**src/rtl/nibble_pair_packer_if.sv**
```systemverilog
// nibble_pair_packer_if: nibble input stream and packed-word output stream of the packer.
interface nibble_pair_packer_if #(
   parameter int CNT_W = 16
);
   logic             in_valid;
   logic             in_ready;
   logic [3:0]       in_nibble;
   logic             in_last;
   logic             out_valid;
   logic             out_ready;
   logic [15:0]      out_word;
   logic [2:0]       out_nibbles;
   logic             out_last;
   logic [CNT_W-1:0] out_word_count;
   modport master (
      output in_valid, in_nibble, in_last, out_ready,
      input  in_ready, out_valid, out_word, out_nibbles, out_last, out_word_count
   );
   modport slave (
      input  in_valid, in_nibble, in_last, out_ready,
      output in_ready, out_valid, out_word, out_nibbles, out_last, out_word_count
   );
endinterface

```
**src/rtl/nibble_pair_packer.sv**
```systemverilog
// nibble_pair_packer: packs up to four nibbles into a 16-bit word behind a 1-entry output stage.
module nibble_pair_packer #(
   parameter logic [3:0] PAD_NIBBLE = 4'h0,
   parameter bit         MSB_FIRST  = 1'b1,
   parameter int         CNT_W      = 16
) (
   input logic                 clk,
   input logic                 rst,
   nibble_pair_packer_if.slave bus
);
   typedef enum logic {EMPTY, FILL} fill_t;
   typedef enum logic {IDLE, HOLD} hold_t;
   fill_t            fill_q, fill_d;
   hold_t            hold_q, hold_d;
   logic [1:0]       cnt_q, cnt_d, slot;
   logic [15:0]      acc_q, acc_d, word_q, word_d, merged;
   logic [2:0]       nib_q, nib_d;
   logic             last_q, last_d, completing, beat, xfer, load;
   logic [CNT_W-1:0] wc_q, wc_d;
   assign completing = bus.in_valid && (cnt_q == 2'd3 || bus.in_last);
   assign bus.in_ready = !completing || hold_q == IDLE || bus.out_ready;
   assign beat = bus.in_valid && bus.in_ready;
   assign load = beat && completing;
   assign xfer = hold_q == HOLD && bus.out_ready;
   assign slot = MSB_FIRST ? 2'd3 - cnt_q : cnt_q;
   always_comb begin
      merged = fill_q == FILL ? acc_q : {4{PAD_NIBBLE}};
      merged[{slot, 2'b00} +: 4] = bus.in_nibble;
      fill_d = beat ? (completing ? EMPTY : FILL) : fill_q;
      cnt_d  = beat ? (completing ? 2'd0 : cnt_q + 2'd1) : cnt_q;
      acc_d  = beat ? (completing ? {4{PAD_NIBBLE}} : merged) : acc_q;
      // a reload in the same cycle as a transfer keeps the stage occupied
      hold_d = load ? HOLD : (xfer ? IDLE : hold_q);
      word_d = load ? merged : word_q;
      nib_d  = load ? {1'b0, cnt_q} + 3'd1 : nib_q;
      last_d = load ? bus.in_last : last_q;
      wc_d   = wc_q + CNT_W'(xfer);
   end
   always_ff @(posedge clk) begin
      if (rst) begin
         fill_q <= EMPTY;
         hold_q <= IDLE;
         cnt_q  <= 2'd0;
         acc_q  <= {4{PAD_NIBBLE}};
         word_q <= 16'h0;
         nib_q  <= 3'd0;
         last_q <= 1'b0;
         wc_q   <= '0;
      end else begin
         fill_q <= fill_d;
         hold_q <= hold_d;
         cnt_q  <= cnt_d;
         acc_q  <= acc_d;
         word_q <= word_d;
         nib_q  <= nib_d;
         last_q <= last_d;
         wc_q   <= wc_d;
      end
   end
   assign bus.out_valid      = hold_q == HOLD;
   assign bus.out_word       = word_q;
   assign bus.out_nibbles    = hold_q == HOLD ? nib_q : 3'd0;
   assign bus.out_last       = last_q;
   assign bus.out_word_count = wc_q;
endmodule

```
**src/flat_wrapper.sv**
```systemverilog
// flat-port wrapper written by rule: the top's interface ports become plain ports
module nibble_pair_packer_flat 
#(
   parameter logic [3:0] PAD_NIBBLE = 4'h0,
   parameter bit         MSB_FIRST  = 1'b1,
   parameter int         CNT_W      = 16
)
  (clk, rst, bus_in_valid, bus_in_nibble, bus_in_last, bus_out_ready, bus_in_ready, bus_out_valid, bus_out_word, bus_out_nibbles, bus_out_last, bus_out_word_count);
  nibble_pair_packer_if #(.CNT_W(CNT_W)) bus_i ();
  input logic clk;
  input logic rst;
  input wire logic [$bits(bus_i.in_valid)-1:0] bus_in_valid;
  input wire logic [$bits(bus_i.in_nibble)-1:0] bus_in_nibble;
  input wire logic [$bits(bus_i.in_last)-1:0] bus_in_last;
  input wire logic [$bits(bus_i.out_ready)-1:0] bus_out_ready;
  output wire logic [$bits(bus_i.in_ready)-1:0] bus_in_ready;
  output wire logic [$bits(bus_i.out_valid)-1:0] bus_out_valid;
  output wire logic [$bits(bus_i.out_word)-1:0] bus_out_word;
  output wire logic [$bits(bus_i.out_nibbles)-1:0] bus_out_nibbles;
  output wire logic [$bits(bus_i.out_last)-1:0] bus_out_last;
  output wire logic [$bits(bus_i.out_word_count)-1:0] bus_out_word_count;
  assign bus_i.in_valid = bus_in_valid;
  assign bus_i.in_nibble = bus_in_nibble;
  assign bus_i.in_last = bus_in_last;
  assign bus_i.out_ready = bus_out_ready;
  assign bus_in_ready = bus_i.in_ready;
  assign bus_out_valid = bus_i.out_valid;
  assign bus_out_word = bus_i.out_word;
  assign bus_out_nibbles = bus_i.out_nibbles;
  assign bus_out_last = bus_i.out_last;
  assign bus_out_word_count = bus_i.out_word_count;
  nibble_pair_packer #(.PAD_NIBBLE(PAD_NIBBLE), .MSB_FIRST(MSB_FIRST), .CNT_W(CNT_W)) u_core (.clk(clk), .rst(rst), .bus(bus_i));
endmodule
```
**config.mk**
```make
export PLATFORM = sky130hd
export DESIGN_NAME = nibble_pair_packer_flat
export DESIGN_NICKNAME = d
export VERILOG_FILES = /design/src/rtl/nibble_pair_packer_if.sv /design/src/rtl/nibble_pair_packer.sv /design/src/flat_wrapper.sv
export SDC_FILE = /design/constraint.sdc
export NUM_CORES = 1
export LEC_CHECK = 0
export ABC_CLOCK_PERIOD_IN_PS = 1900
export BUFFER_PORTS_ARGS = -buffer_cell sky130_fd_sc_hd__buf_2
export CORE_MARGIN = 1
export CORE_UTILIZATION = 35
export CTS_CLUSTER_SIZE = 10
export DETAILED_ROUTE_END_ITERATION = 8
export SLEW_MARGIN = 5
export SYNTH_ARGS = -nofsm -noshare
export SYNTH_HDL_FRONTEND = slang
export SYNTH_SLANG_ARGS = --single-unit
```
**constraint.sdc**
```tcl
create_clock -name clk -period 1.9 [get_ports clk]
set_input_delay 0.095 -clock clk [delete_from_list [all_inputs] [get_ports clk]]
set_output_delay 0.095 -clock clk [all_outputs]
set_load 0.1 [all_outputs]
```
==> metrics.yaml, run 1 <==
timing:
  max_slew_margin_pct: 66.6
  period_share_pct: 93.9
  hold_viol: 0
  drv_slew: 0
  setup_viol: 0
  fin_skew_ns: 0.00937
  tns_ns: 0
  max_freq_mhz: 561
  worst_slew_pin_slew_ns: 0.505
  rsz0062_at_grt: "true"
  period_minus_slack_ns: 1.78
clock_tree:
  cts-buffers-inserted: 5
  cts-root-buf: "clkbuf_8"
  cts.clk_slew.worst_paths_ns: 0.10
  cts_max_level: 2
  cts.sinks: 56
  cts_tree: "done"
  clockBufferDepth: 2
  cts_setup_buffers: 0
  clock_latency_ns: 0.30
floorplan:
  num_rows: 29
  die_x_um: 84.2
  dieArea_um2: 7090
  floorplan.initialDensity_pct: 36.8
  die_y_um: 84.2
  core-area_um2: 6420
  io_pins: 47
logic_synthesis:
  avgSynthCellArea_um2: 9.62
  syn_inst: 246
  ys_ff_latch: 56
  netlist_area_um2: 2370
  syn_nets: 262
  yosys_warnings: 0
  seq_area_frac_synth_pct: 47.4
  ys_types: 41
  yosysTopAreaCell: "dfxtp_1"
  yosys-top-cells-area: "dfxtp_1, a221oi_1, nor2_1"
  synth.top_cell.area_share_pct: 47.4
pwr:
  powerDensity_nw_per_um2: 792
  switching_share_pct: 30.9
  sequentialPowerShare_pct: 54.4
  clkPwrFrac_pct: 28.3
  p_sw_mw: 0.695
  combPwrFrac_pct: 17.3
  internal-power_mw: 1.56
  max-vdd-ir-drop_v: 0.000294
  power_leakage_nw: 1.21
route:
  avgRoutedWirePerCell_um: 13.6
  antenna_left: 0
  wl_mm: 5.11
  vias: 1957
  remaining_drc_errors: 10
  first_pass_iters: 6
  vias_per_cell: 5.20
  drt-initial-drc-count: 77
critical_path:
  cpLargestDelayFamily: "simple AND/OR/NAND/NOR gates"
  critPathRequiredTime_ns: 2.15
  crit_arrival_ns: 2.04
  worstReg2RegStart: "u_core.cnt_q[0]"
  crit_chain: "inv_1 > ha_1 > nor4b_2 > and2_1 > a22o_1"
  crit_slowest_cell: "nor4b_2"
  critPathBufInv: 1
  worstSetupPathType: "register to register"
  cp-end-kind: "register"
  worstSetupStartpoint: "u_core.cnt_q[0]"
  r2r_slack_ns: 0.12
  cp_slowest_stage_delay_ns: 0.46
  r2r_end: "u_core.acc_q[12]"
  worst_setup_path_start_kind: "register"
  crit_fanout: 6
  r2r_cells: 5
  crit_cells: 5
status:
  violations: "DRC"
  status: "complete, but fails checks"
layout:
  layout-drive-gt1-share_pct: 28.1
  n_antenna_cell: 0
  areaGrowthSynthToFinish_pct: 20.1
  nets: 314
  finish.instance_area_um2: 2840
  fin_cells: 376
flow_run:
  drv.max_cap_violation_count: 0
placed_design:
  dp_hpwl_mm: 3.66
  gp_congestion: 0.824
  placed_area_um2: 2750
  port_buffers: 46
  place_inst: 368
grt:
  grt_max_degree: 37
  grt_usage_pct: 15.5
  grt-ovfl-total: 0
  grt_first_pass_wirelength_mm: 8.80
  grt_antenna_before_repair: 0
  grt_pass1_vias: 1875
min_path:
  worst_hold_path_type: "input pin to register"
  hp-start: "bus_in_last"
  holdPathEnd: "u_core.bus.out_last"
  whs_path_depth: 3
==> per-layer routing <==
metal | vias to the layer above | GRT usage (%) | share of wire (%)
li1 | 990 | - | -
met1 | 917 | 21.6 | 51
met2 | 46 | 23.9 | 44
met3 | 4 | 3.24 | 4.2
met4 | 0 | 5.17 | 1.0
met5 | - | 0 | 0
==> kinds of logic after synthesis <==
family | count (synthesis) | synth area share [%]
compound gates | 45 | 14.6
xor+xnor | 11 | 4.07
fa+ha+maj | 7 | 3.70
buf+inv | 13 | 2.33
flops | 56 | 47.4
mux | 2 | 1.27
simple gates | 112 | 26.6
==> layout by cell type (no fill, tap or decap), types with 2 or more instances in the layout <==
cell type and instances:
o21ai_1 4, nand4_1 2, dfxtp_2 10, nor3_1 20, a221oi_1 15, nor4b_2 3
xnor2_1 7, a21oi_1 6, inv_1 4, nand3_1 4, and2_1 7, xor2_1 4
clkbuf_8 5, o21a_1 2, ha_1 7, buf_2 46, a22o_1 13, nand2_1 16
mux2_4 2, dfxtp_4 2, dfxtp_1 44, buf_4 7, nor2b_1 14, nor2_1 32
==> power by group through the flow <==
stage	clock, mW	combinational (mW)	sequential (mW)
CTS	0.672	0.392	1.22
detailed placement	0	0.391	1.25
finish	0.637	0.390	1.22
global route	0.730	0.415	1.23
global placement	0	0.389	1.25
floorplan	0	0.125	1.43
==> synthesized netlist by cell type <==
| library cell | n |
|---|---|
| dfxtp_1 | 56 |
| nor4_1 | 1 |
| nand3_1 | 4 |
| nor2b_1 | 14 |
| nor3_1 | 20 |
| nand4b_1 | 1 |
| nand3_2 | 1 |
| a211oi_1 | 1 |
| buf_4 | 1 |
| nand2_1 | 16 |
| nor2_1 | 33 |
| a2bb2oi_1 | 1 |
| and4bb_1 | 1 |
| a221oi_1 | 15 |
| nor4b_2 | 3 |
| nand4_4 | 1 |
| xor2_1 | 4 |
| and4b_1 | 1 |
| o31ai_1 | 1 |
| buf_1 | 2 |
| a22o_1 | 13 |
| nor3b_1 | 1 |
| nand4_1 | 2 |
| a21o_1 | 1 |
| and4_1 | 1 |
| o21ai_1 | 4 |
| o21ai_0 | 1 |
| or3_1 | 1 |
| nor2_4 | 1 |
| nor4_4 | 1 |
| inv_1 | 4 |
| buf_2 | 2 |
| xnor2_1 | 7 |
| and3_1 | 1 |
| mux2_4 | 2 |
| o21a_1 | 2 |
| ha_1 | 7 |
| clkbuf_1 | 4 |
| and2_1 | 7 |
| a21oi_1 | 6 |
| nand2b_1 | 1 |
==> state kept, by name (all words and copies together), names as in the netlist <==
register and flops:
u_core.acc_q 16, u_core.bus.out_word 16, u_core.bus.out_word_count 16, u_core.nib_q 3, u_core.cnt_q 2, u_core.bus.out_last 1
u_core.bus.out_valid 1, u_core.fill_q 1
==> repair_timing <==
item	in CTS	in global routing
resized for setup	0	2
hold buffers	0	0
endpoints found under the hold margin	0	0
endpoints found under the setup margin	0	12
==> stage by stage <==
step / utilization, % / worst slack [ns] / power [mW] / hold WS, ns
after global placement: 42.7 / 0.177 / 1.64 / 0.396
final: 44.2 / 0.116 / 2.25 / 0.0841
after CTS: 44.1 / 0.119 / 2.29 / 0.0648
after global routing: 44.2 / -0.0326 / 2.37 / 0.0902
after floorplan: - / 0.0574 / 1.55 / 0.228
after detailed placement: 42.7 / 0.145 / 1.64 / 0.395
==> worst register-to-register path, stage by stage (launching register included) <==
cell and delay [ns]:
dfxtp_1 0.38, inv_1 0.10, ha_1 0.39, nor4b_2 0.46
and2_1 0.26, a22o_1 0.15
==> worst max-delay path by stage <==
stage / endpoint / slack (ns)
after floorplan: u_core.bus.out_word_count[15] / 0.06
after global placement: u_core.bus.out_word_count[12] / 0.18
after detailed placement: u_core.acc_q[12] / 0.14
after CTS: u_core.acc_q[14] / 0.12
after global routing: u_core.bus.out_word[13] / -0.03
final: u_core.acc_q[12] / 0.12
==> layout make-up <==
class | count | area, um^2
Fill cell | 642 | 3580
Multi-Input combinational cell | 177 | 1200
Sequential cell | 56 | 1140
Timing Repair Buffer | 54 | 303
Tap cell | 77 | 96.3
Clock buffer | 6 | 72.6
Clock inverter | 2 | 16.3
Inverter | 4 | 15.0
Power figures use the tool's default switching activity.
==> run 2, diff against run 1 <==
--- a/config.mk
+++ b/config.mk
@@ -11,6 +11,7 @@
 export CORE_UTILIZATION = 35
 export CTS_CLUSTER_SIZE = 10
 export DETAILED_ROUTE_END_ITERATION = 8
+export REMOVE_ABC_BUFFERS = 1
 export SLEW_MARGIN = 5
 export SYNTH_ARGS = -nofsm -noshare
 export SYNTH_HDL_FRONTEND = slang
==> run 2 against run 1 <==
The flow still finishes with violations (DRC); sequential share of layout area shrank 0.42 points; clock power grew 2%; sequential power is essentially flat; die area did not move; largest cell class unchanged.
==> metrics.yaml, run 2 (synthesis results as in run 1) <==
pwr:
  max-vdd-ir-drop_v: 0.000315
  powerDensity_nw_per_um2: 804
  power_leakage_nw: 1.22
floorplan:
  die_x_um: 84.2
  core-area_um2: 6420
  io_pins: 47
  floorplan.initialDensity_pct: 36.8
  num_rows: 29
  die_y_um: 84.2
  dieArea_um2: 7090
critical_path:
  critPathRequiredTime_ns: 1.80
  crit_arrival_ns: 1.73
  worstSetupPathType: "register to primary output"
  crit_fanout: 9
  cp-end-kind: "primary output"
  worst_setup_path_start_kind: "register"
placed_design:
  dp_slack_ns: 0.118
  gp_congestion: 0.739
  dp_hpwl_mm: 3.55
  place_inst: 368
  port_buffers: 46
timing:
  period_share_pct: 96.1
  rsz0062_at_grt: "true"
  finalWorstSetupSlack_ns: 0.0749
  hold_viol: 0
  setup_viol: 0
  max_freq_mhz: 548
  period_minus_slack_ns: 1.83
  worst_slew_pin_slew_ns: 0.495
  fin_skew_ns: 0.00894
  whs_ns: 0.0670
  drv_slew: 0
  max_slew_margin_pct: 67.2
  tns_ns: 0
clock_tree:
  cts_max_level: 2
  cts-root-buf: "clkbuf_8"
  cts.clk_slew.worst_paths_ns: 0.10
  cts-buffers-inserted: 5
  clock_latency_ns: 0.31
  cts_tree: "done"
  cts.sinks: 56
  clockBufferDepth: 2
min_path:
  worst_hold_path_type: "input pin to register"
layout:
  final_cell_mix: "dfxtp_1, buf_2, nor2_1"
  layout-drive-gt1-share_pct: 23.7
  layout_commonest_cell: "dfxtp_1"
  nets: 314
  n_antenna_cell: 0
  areaGrowthSynthToFinish_pct: 19.2
  fin_cells: 376
grt:
  grt_max_degree: 46
  grt_antenna_before_repair: 0
  grt-ovfl-total: 0
  grt_usage_pct: 14.4
  grt_pass1_vias: 1745
  grt_first_pass_wirelength_mm: 8.22
route:
  wl_mm: 5.11
  drt-initial-drc-count: 119
  vias_per_cell: 5.16
  first_pass_iters: 6
  avgRoutedWirePerCell_um: 13.6
  antenna_left: 0
  vias: 1942
  remaining_drc_errors: 6
status:
  violations: "DRC"
  status: "complete, but fails checks"
flow_run:
  drv.max_cap_violation_count: 0
-- run 2: path summary, 6_finish.rpt --
path                                      start  cells past startpoint             endpoint  slack [ns]
worst max-delay path            u_core.cnt_q[1]                      4         bus_in_ready        0.07
worst min-delay path                bus_in_last                      3  u_core.bus.out_last        0.07
worst max register to register  u_core.cnt_q[0]                      5     u_core.acc_q[15]        0.15
worst min register to register  u_core.nib_q[1]                      2      u_core.nib_q[1]        0.45
-- run 2: layer usage --
metal  up-vias  share of wire [%]  global-route usage [%]
met5         -                  0                       0
met4         0                1.4                    4.70
met3         6                5.0                    2.95
met2        50                 44                    21.9
met1       902                 49                    20.5
li1        984                  -                       -
-- run 2: final cells by class --
cell class	count	area, um^2
timing repair buffer	54	303
fill	658	3600
inverter	4	15.0
multi-input combinational	177	1200
clock inverter	3	18.8
tap	77	96.3
sequential	56	1120
clock buffer	5	68.8
-- run 2: report_power, final --
part | total, mW | internal [mW] | switching [mW]
registers | 1.22 | 1.21 | 0.0170
logic | 0.396 | 0.0916 | 0.304
clock network | 0.649 | 0.258 | 0.391
-- run 2: critical path, stage by stage (launching register included) --
cell and delay (ns):
dfxtp_1 0.36, ha_1 0.33, o21a_1 0.24, nand2_1 0.07, buf_2 0.42
-- run 2: metrics by stage --
| stage | instance area, um^2 | util, % | total power, mW |
|---|---|---|---|
| finish | 2820 | 43.9 | 2.27 |
| global route | 2820 | 43.9 | 2.37 |
| detailed placement | 2730 | 42.4 | 1.64 |
| global placement | 2730 | 42.4 | 1.64 |
| floorplan | 2330 | - | 1.54 |
| CTS | 2810 | 43.8 | 2.29 |
-- run 2: repair_timing --
action,in CTS,in global routing
setup buffers,0,0
hold buffers,0,0
gates resized for setup,0,1
setup endpoints to repair,0,5
==> run 3, diff against run 2 <==
--- a/config.mk
+++ b/config.mk
@@ -5,7 +5,8 @@
 export SDC_FILE = /design/constraint.sdc
 export NUM_CORES = 1
 export LEC_CHECK = 0
-export ABC_CLOCK_PERIOD_IN_PS = 1900
+export ABC_AREA = 1
+export ABC_CLOCK_PERIOD_IN_PS = 2000
 export BUFFER_PORTS_ARGS = -buffer_cell sky130_fd_sc_hd__buf_2
 export CORE_MARGIN = 1
 export CORE_UTILIZATION = 35
==> constraint.sdc (replaced) <==
create_clock -name clk -period 2 [get_ports clk]
set_input_delay 0.1 -clock clk [delete_from_list [all_inputs] [get_ports clk]]
set_output_delay 0.1 -clock clk [all_outputs]
set_load 0.1 [all_outputs]
==> run 3 against run 2 <==
The run now ends clean; clock-buffer cell count grew 3; synthesized cell count grew 53%; die area grew 12%; utilization shrank 2.1 points; register-to-register slack gained 0.07 ns; cell count grew 38%.
==> metrics.yaml, run 3 <==
placed_design:
  port_buffers: 46
  gp_congestion: 0.856
  dp_hpwl_mm: 4.25
clock_tree:
  cts.sinks: 56
  clock_latency_ns: 0.31
  cts_tree: "done"
  postCtsResizedCells: 0
  cts-root-buf: "clkbuf_8"
  clockBufferDepth: 2
  cts_setup_buffers: 0
  cts_max_level: 2
  ctsHoldBuffers: 0
  cts.clk_slew.worst_paths_ns: 0.10
  cts-buffers-inserted: 5
layout:
  areaGrowthSynthToFinish_pct: 14.6
  ff_latch_area_um2: 1120
  layout_commonest_cell: "nand2_1"
  layout-drive-gt1-share_pct: 18.6
  multi_input_area_um2: 1310
  n_fill_cell: 840
  n_antenna_cell: 0
  final_cell_mix: "nand2_1, nor2_1, dfxtp_1"
  nets: 435
floorplan:
  core-area_um2: 7290
  floorplan.initialDensity_pct: 36.5
  die_x_um: 89.2
  dieArea_um2: 7960
  io_pins: 47
  die_y_um: 89.2
  num_rows: 31
logic_synthesis:
  yosys-top-cells-area: "dfxtp_1, nand2_1, nor2_1"
  synth.top_cell.area_share_pct: 42.1
  netlist_area_um2: 2660
  synth-edff-count: 0
  syn_inst: 377
  synthMostInstantiatedCell: "nand2_1"
  yosys-top-cells-count: "nand2_1, nor2_1, dfxtp_1"
  yosysTopAreaCell: "dfxtp_1"
  ys_types: 28
  seq_area_frac_synth_pct: 42.1
  yosys_warnings: 0
  ys_ff_latch: 56
  async_reset_ff_share_pct: 0
  ys.flop_type: "dfxtp_1"
  avgSynthCellArea_um2: 7.06
critical_path:
  worstReg2RegStart: "u_core.cnt_q[0]"
  r2r_end: "u_core.acc_q[12]"
  crit_arrival_ns: 1.69
  crit_fanout: 10
  worstSetupPathType: "register to primary output"
  r2r_slack_ns: 0.22
  worst_setup_path_start_kind: "register"
  critPathRequiredTime_ns: 1.90
  r2r_cells: 7
  cp-end-kind: "primary output"
min_path:
  whs_path_depth: 3
  holdPathEnd: "u_core.bus.out_last"
  worst_hold_path_type: "input pin to register"
  hp-start: "bus_in_last"
timing:
  drv_slew: 0
  max_slew_margin_pct: 51.2
  period_share_pct: 89.6
  setup_viol: 0
  period_minus_slack_ns: 1.79
  max_freq_mhz: 558
  fin_skew_ns: 0.00528
  tns_ns: 0
  hold_viol: 0
  rsz0062_at_grt: "false"
  worst_slew_pin_slew_ns: 0.731
route:
  first_pass_iters: 6
  avgRoutedWirePerCell_um: 12.0
  vias_per_cell: 4.76
  vias: 2468
  wl_mm: 6.21
  antenna_left: 0
  remaining_drc_errors: 0
  drt-initial-drc-count: 95
grt:
  grt_first_pass_wirelength_mm: 10.1
  grt-ovfl-total: 0
  grt_usage_pct: 16.4
  grt_antenna_before_repair: 0
  grt_max_degree: 36
  grt_pass1_vias: 2276
pwr:
  max-vdd-ir-drop_v: 0.000309
  powerDensity_nw_per_um2: 733
  total_power_mw: 2.24
  power_leakage_nw: 1.39
flow_run:
  drv.max_cap_violation_count: 0
status:
  status: "finished clean"
## run 3: through the flow
step	setup WS, ns	utilization, %	instance area, um^2	std cells	hold WS (ns)
after CTS	0.117	41.8	3050	519	0.0640
after floorplan	-0.280	-	2580	363	0.162
final	0.208	41.8	3050	519	0.0690
after global placement	0.198	40.6	2960	511	0.395
after detailed placement	0.136	40.6	2960	511	0.404
after global routing	0.00788	41.8	3050	519	0.0816
## run 3: worst max path at each step
stage	start	endpoint	slack [ns]
after floorplan	u_core.bus.out_valid	u_core.bus.out_word_count[12]	-0.28
final	u_core.cnt_q[0]	bus_in_ready	0.21
after detailed placement	u_core.cnt_q[0]	u_core.acc_q[12]	0.14
after global routing	u_core.cnt_q[0]	u_core.acc_q[13]	0.008
after CTS	u_core.cnt_q[0]	u_core.acc_q[14]	0.12
after global placement	u_core.cnt_q[0]	u_core.acc_q[13]	0.20
## run 3: final cells by class
cell class | count | share of cell area [%]
Multi-Input combinational cell | 266 | 42.8
Sequential cell | 56 | 36.8
Timing Repair Buffer | 49 | 8.29
Inverter | 41 | 5.05
Clock buffer | 8 | 2.95
Tap cell | 99 | 4.06
## run 3: kinds of logic (layout without fill, tap and decap cells)
kind of cell | Yosys count | count (layout) | share of synthesized area, %
xor+xnor | 3 | 3 | 0.987
simple gates | 197 | 197 | 32.4
fa+ha+maj | 7 | 7 | 3.29
flops | 56 | 56 | 42.1
buf+inv | 55 | 98 | 8.79
compound gates | 59 | 59 | 12.4
## run 3: routing by layer
layer  vias up  share of wire (%)  wire length [um]  global-route usage, %
li1       1280                  -                 -                      -
met1      1134                 46              2860                   19.2
met2        49                 49              3070                   30.5
met3         5                3.8               237                   3.05
met4         0               0.71                44                   4.62
met5         -                  0                 0                      0
## run 3: power by group
group	internal (mW)	switching [mW]
Clock	0.284	0.365
Combinational	0.0760	0.329
Sequential	1.15	0.0310
## run 3: critical path, stage by stage (launching register included)
cell and delay (ns):
dfxtp_2 0.39, ha_1 0.29, nor2_4 0.16, nor2_8 0.05
nand2_4 0.07, buf_2 0.42
